===== config.mk =====
export PLATFORM = sky130hd
export DESIGN_NAME = fp_normalize
export DESIGN_NICKNAME = d
export VERILOG_FILES = /design/src/rtl/fp_normalize.sv
export SDC_FILE = /design/constraint.sdc
export NUM_CORES = 1
export LEC_CHECK = 0
export BUFFER_PORTS_ARGS = -buffer_cell sky130_fd_sc_hd__buf_2
export CAP_MARGIN = 15
export CORE_MARGIN = 2
export CORE_UTILIZATION = 50
export CTS_BUF_LIST = sky130_fd_sc_hd__clkbuf_2 sky130_fd_sc_hd__clkbuf_4 sky130_fd_sc_hd__clkbuf_8
export DETAILED_ROUTE_END_ITERATION = 16
export HOLD_SLACK_MARGIN = 0.15
export PLACE_DENSITY_LB_ADDON = 0.25
export SLEW_MARGIN = 20
export SYNTH_ARGS = -nofsm -noshare
export SYNTH_HDL_FRONTEND = slang
export SYNTH_SLANG_ARGS = --single-unit

===== constraint.sdc =====
create_clock -name clk -period 6.9 [get_ports clk]
set_input_delay 1.035 -clock clk [delete_from_list [all_inputs] [get_ports clk]]
set_output_delay 1.035 -clock clk [all_outputs]
set_load 0.1 [all_outputs]

===== src/rtl/fp_normalize.sv =====
// fp_normalize: back end of the FPU add/sub path.
//
// Takes the aligned magnitude sum (larger operand first), normalises it one
// bit per cycle, rounds to nearest-even and packs an IEEE single-precision
// word. Non-pipelined: one operation in flight at a time.
//
// Ports:
//   clk, rst_n            clock, synchronous active-low reset
//   in_valid / in_ready   upstream handshake (in_ready only in IDLE, out of reset)
//   in_sign, in_exp       sign and biased exponent of the larger operand
//   in_sum                {carry, hidden, fraction} raw magnitude
//   in_grs                guard, round, sticky (MSB first)
//   out_valid / out_ready downstream handshake; result held until taken
//   out_fp                packed result
//   out_ovf, out_unf      overflow-to-infinity, underflow-flushed-to-zero

package fp_types;
  typedef struct packed {
    logic        sign;
    logic [7:0]  exp;
    logic [22:0] mant;
  } IEEE_fp;
endpackage

module fp_normalize #(
  parameter int EXP_W  = 8,
  parameter int MANT_W = 23
) (
  input  logic                 clk,
  input  logic                 rst_n,
  input  logic                 in_valid,
  output logic                 in_ready,
  input  logic                 in_sign,
  input  logic [EXP_W-1:0]     in_exp,
  input  logic [MANT_W+1:0]    in_sum,
  input  logic [2:0]           in_grs,
  output logic                 out_valid,
  input  logic                 out_ready,
  output fp_types::IEEE_fp     out_fp,
  output logic                 out_ovf,
  output logic                 out_unf
);

  typedef enum logic [2:0] {
    IDLE,
    CHECK,
    SHIFT,
    ROUND,
    DONE
  } state_e;

  localparam logic signed [EXP_W+1:0] EXP_ONE = (EXP_W+2)'(1);
  localparam logic signed [EXP_W+1:0] EXP_INF = (EXP_W+2)'((1 << EXP_W) - 1);

  state_e                   state_q, state_d;
  logic                     sign_q, sign_d;
  logic signed [EXP_W+1:0]  exp_q, exp_d;
  logic [MANT_W+1:0]        mant_q, mant_d;
  logic [2:0]               grs_q, grs_d;
  // zero_q: result is forced to a signed zero in ROUND (true zero or flush).
  // unf_q:  that forced zero came from an underflow flush.
  logic                     zero_q, zero_d;
  logic                     unf_q, unf_d;
  fp_types::IEEE_fp         out_fp_q, out_fp_d;
  logic                     out_ovf_q, out_ovf_d;
  logic                     out_unf_q, out_unf_d;

  logic                     do_lshift;
  logic                     round_up;
  logic [MANT_W:0]          frac_rnd;
  logic signed [EXP_W+1:0]  exp_rnd;

  assign in_ready  = (state_q == IDLE) && rst_n;
  assign out_valid = (state_q == DONE);
  assign out_fp    = out_fp_q;
  assign out_ovf   = out_ovf_q;
  assign out_unf   = out_unf_q;

  always_comb begin
    state_d   = state_q;
    sign_d    = sign_q;
    exp_d     = exp_q;
    mant_d    = mant_q;
    grs_d     = grs_q;
    zero_d    = zero_q;
    unf_d     = unf_q;
    out_fp_d  = out_fp_q;
    out_ovf_d = out_ovf_q;
    out_unf_d = out_unf_q;
    do_lshift = 1'b0;

    // Round to nearest-even on the 23-bit fraction; a carry out of the
    // fraction leaves it all zeros and bumps the exponent.
    round_up = grs_q[2] & (grs_q[1] | grs_q[0] | mant_q[0]);
    frac_rnd = {1'b0, mant_q[MANT_W-1:0]} + {{MANT_W{1'b0}}, round_up};
    exp_rnd  = exp_q + {{(EXP_W+1){1'b0}}, frac_rnd[MANT_W]};

    unique case (state_q)
      IDLE: begin
        if (in_valid && in_ready) begin
          sign_d    = in_sign;
          exp_d     = {2'b00, in_exp};
          mant_d    = in_sum;
          grs_d     = in_grs;
          zero_d    = 1'b0;
          unf_d     = 1'b0;
          out_ovf_d = 1'b0;
          out_unf_d = 1'b0;
          state_d   = CHECK;
        end
      end

      CHECK: begin
        if (mant_q == '0 && grs_q == '0) begin
          zero_d  = 1'b1;
          state_d = ROUND;
        end else if (mant_q[MANT_W+1]) begin
          mant_d  = {1'b0, mant_q[MANT_W+1:1]};
          grs_d   = {mant_q[0], grs_q[2], grs_q[1] | grs_q[0]};
          exp_d   = exp_q + EXP_ONE;
          state_d = ROUND;
        end else if (mant_q[MANT_W]) begin
          state_d = ROUND;
        end else begin
          do_lshift = 1'b1;
        end
      end

      // The hidden bit is tested one cycle after each shift, so every left
      // shift costs a full cycle before ROUND is entered.
      SHIFT: begin
        if (mant_q[MANT_W]) begin
          state_d = ROUND;
        end else begin
          do_lshift = 1'b1;
        end
      end

      ROUND: begin
        out_fp_d.sign = sign_q;
        if (zero_q) begin
          out_fp_d.exp  = '0;
          out_fp_d.mant = '0;
          out_unf_d     = unf_q;
        end else if (exp_rnd >= EXP_INF) begin
          out_fp_d.exp  = '1;
          out_fp_d.mant = '0;
          out_ovf_d     = 1'b1;
        end else begin
          out_fp_d.exp  = exp_rnd[EXP_W-1:0];
          out_fp_d.mant = frac_rnd[MANT_W-1:0];
        end
        state_d = DONE;
      end

      DONE: begin
        if (out_ready) begin
          state_d = IDLE;
        end
      end

      default: state_d = IDLE;
    endcase

    // Shared left-shift step. At the minimum exponent the value cannot be
    // normalised without a denormal, so it is flushed to a signed zero; the
    // flush still passes through ROUND so its latency matches a shift cycle.
    if (do_lshift) begin
      if (exp_q == EXP_ONE) begin
        zero_d  = 1'b1;
        unf_d   = 1'b1;
        state_d = ROUND;
      end else begin
        mant_d  = {mant_q[MANT_W:0], grs_q[2]};
        grs_d   = {grs_q[1], 1'b0, grs_q[0]};
        exp_d   = exp_q - EXP_ONE;
        state_d = SHIFT;
      end
    end
  end

  always_ff @(posedge clk) begin
    if (!rst_n) begin
      state_q   <= IDLE;
      sign_q    <= 1'b0;
      exp_q     <= '0;
      mant_q    <= '0;
      grs_q     <= '0;
      zero_q    <= 1'b0;
      unf_q     <= 1'b0;
      out_fp_q  <= '0;
      out_ovf_q <= 1'b0;
      out_unf_q <= 1'b0;
    end else begin
      state_q   <= state_d;
      sign_q    <= sign_d;
      exp_q     <= exp_d;
      mant_q    <= mant_d;
      grs_q     <= grs_d;
      zero_q    <= zero_d;
      unf_q     <= unf_d;
      out_fp_q  <= out_fp_d;
      out_ovf_q <= out_ovf_d;
      out_unf_q <= out_unf_d;
    end
  end

endmodule

==> results.json <==
{
  "end_kind": "register",
  "period_share_pct": 53.38,
  "fill_cells": 844,
  "drtIter0Drc": 389,
  "fmax_mhz": 271.5,
  "syn_area_um2": 4453,
  "worstSetupStartpointType": "register",
  "grt_pass1_vias": 4006,
  "fin_crit_ns": 3.683,
  "ant_nets": 0,
  "hold_class": "register to register",
  "num_rows": 34,
  "arrival_ns": 3.94,
  "outcome": "complete, no violations",
  "synth_ff_type": "dfxtp_1",
  "final_hold_viol_count": 0,
  "grt_max_degree": 68,
  "synth_top_area_share_pct": 35.07,
  "yosysWarningCount": 0,
  "async_reset_ff_share_pct": 0,
  "area_growth_pct": 10.76,
  "synth_cell_types": 55,
  "htreeDepth": 3,
  "first_pass_iters": 7,
  "drc": 0,
  "drt_wl_total_mm": 12.31,
  "crit_slowest_cell": "nor4_1",
  "start_util_pct": 51.31,
  "power_mw": 1.828,
  "intPower_mw": 0.9976,
  "skew_ns": 0.01283,
  "vias": 4365,
  "antenna_found_initial": 0,
  "path_clk_slew_ns": 0.09,
  "worst_slew_pin_slew_ns": 1.030,
  "num-nets-final": 615,
  "cts.sinks": 78,
  "ir_drop_v": 0.0002440,
  "yosys.area.top_type": "dfxtp_1",
  "synthTopCellsByCount": "78 x dfxtp_1, 65 x nor2_1, 42 x nand2_1",
  "crit_type": "register to register",
  "wl_per_cell_um": 18.07,
  "area.sequential_um2": 1562,
  "syn_nets": 584,
  "finalSetupViolCount": 0,
  "p_seq_share_pct": 37.0,
  "place.gp.congestion": 0.9618,
  "power_density_nw_per_um2": 370.7,
  "slowest_delay_ns": 0.47,
  "switching_share_pct": 45.44,
  "final_max_slew_viol_count": 0,
  "clockPowerShare_pct": 19.5,
  "fp.dieH_um": 98.37,
  "die-area_um2": 9677,
  "leakagePower_nw": 1.929,
  "ys_ff_latch": 78,
  "cts_buffers": 9,
  "worstPathCellList": "and3_1 -> nand3_1 -> nor4_1 -> and3_1 -> ha_1 -> ha_1 -> inv_1 -> nor2_1 -> a41oi_1 -> a221oi_1 -> o21ai_2 -> buf_4 -> a32o_1",
  "rrSetupSlack_ns": 3.22,
  "layout-drive-gt1-share_pct": 20.59,
  "root_buffer": "clkbuf_8",
  "max_slew_margin_pct": 31.35,
  "syn_area_per_cell_um2": 8.292,
  "finalSetupTns_ns": 0,
  "crit_family": "simple AND/OR/NAND/NOR gates",
  "critPathBufInv": 2,
  "switchingPower_mw": 0.8309,
  "yosysSeqAreaShare_pct": 35.07,
  "yosys.cell_count.top_type": "dfxtp_1",
  "syn_inst": 537,
  "post-cts-setup-buffers": 0,
  "yosys-top-cells-area": "dfxtp_1 35%, a222oi_1 6.1%, nor2_1 5.5%, a32o_1 5.2%, xnor2_1 4.5%",
  "clock_path_buffers": 2,
  "die_width_um": 98.37,
  "cts_tree": "done",
  "n_antenna_cell": 0,
  "grt-ovfl-total": 0,
  "vias_per_cell": 6.410,
  "clk_latency_ns": 0.36,
  "core_area_um2": 8678,
  "worst_ep_required_time_ns": 7.15,
  "synth-edff-count": 0,
  "maxCapViolations": 0,
  "grt_pass1_wl_mm": 20.09,
  "multi_input_area_um2": 2584,
  "dp_hpwl_mm": 8.292,
  "cts_resized": 0,
  "cp_max_fo": 23,
  "cts_hold_buffers": 0,
  "rsz0062_at_grt": "false",
  "pin_count": 77,
  "power_frac_comb_pct": 43.5,
  "portBuffers": 76,
  "grt_usage_pct": 25.38
}
[flip-flops by register name, summed over array words and instances, names as in the netlist]
| register | cells |
|---|---|
| exp_q | 10 |
| sign_q | 1 |
| state_q | 3 |
| zero_q | 1 |
| unf_q | 1 |
| mant_q | 25 |
| out_fp | 32 |
| grs_q | 3 |
| out_unf | 1 |
| out_ovf | 1 |
[layout by cell type (no fill, tap or decap), drive strengths merged, types with 12 or more instances in the layout]
| master | Yosys | routed |
|---|---|---|
| nand3 | 20 | 20 |
| xor2 | 13 | 13 |
| a211oi | 30 | 30 |
| dfxtp | 78 | 78 |
| nor2 | 65 | 65 |
| nand2 | 42 | 42 |
| a32o | 23 | 23 |
| xnor2 | 23 | 23 |
| o21ai | 19 | 19 |
| nor4 | 12 | 12 |
| a21oi | 23 | 23 |
| a222oi | 27 | 27 |
| buf | 20 | 81 |
[per-stage QoR]
stage | cell area [um2] | std cells | hold slack, ns | util [%] | setup WS, ns
2_1_floorplan | 4453 | 537 | 0.4322 | - | 1.493
3_3_place_gp | 4732 | 665 | 0.4433 | 54.53 | 3.425
3_5_place_dp | 4732 | 665 | 0.4504 | 54.53 | 3.252
4_1_cts | 4932 | 681 | 0.4631 | 56.83 | 3.235
5_1_grt | 4932 | 681 | 0.4803 | 56.83 | 2.855
6_report | 4932 | 681 | 0.4610 | 56.83 | 3.217
[worst register-to-register path, delay by kind of cell, from the launching register on]
kind	cells	cell delay [ns]
buf+inv	2	0.34
compound gates	4	1.00
flops	1	0.46
simple gates	5	1.30
fa+ha+maj	2	0.47
[area by class of cell]
type                       count  share of cell area, %
multi-input combinational    389                  52.38
clock buffer                  10                  2.664
sequential                    78                  31.66
timing repair buffer          81                  8.473
inverter                       9                 0.6849
clock inverter                 6                  1.395
tap                          108                  2.740
[cell families (layout without fill, tap and decap cells)]
logic type / after synthesis / in the layout / share of synthesized area, %
buffers and inverters: 70 / 106 / 7.108
AO/OA/AOI/OAI: 148 / 148 / 26.83
AND/OR/NAND/NOR: 193 / 193 / 20.82
flip-flops: 78 / 78 / 35.07
multiplexers: 6 / 6 / 1.405
XOR/XNOR: 36 / 36 / 7.081
adder cells (fa/ha/maj): 6 / 6 / 1.686
[power by group through the flow]
| stage | Sequential (mW) | Clock (mW) | Combinational [mW] |
|---|---|---|---|
| floorplan | 0.599 | 0 | 0.747 |
| global placement | 0.680 | 0 | 0.771 |
| detailed placement | 0.682 | 0 | 0.786 |
| CTS | 0.672 | 0.362 | 0.790 |
| global route | 0.692 | 0.377 | 0.877 |
| finish | 0.677 | 0.356 | 0.795 |
[layer usage]
metal	wire, um	track usage (%)	vias up
met2	5907	42.96	193
met1	5176	32.87	2078
li1	-	-	2072
met4	255	9.273	0
met3	966	3.722	22
met5	0	0	-
[worst paths after layout]
| kind | cells after the start | endpoint | start |
|---|---|---|---|
| max reg2reg | 13 | out_fp[22] | grs_q[2] |
| min reg2reg | 2 | unf_q | unf_q |
| max | 13 | out_fp[22] | grs_q[2] |
| min | 2 | unf_q | unf_q |
Power figures use the tool's default switching activity.
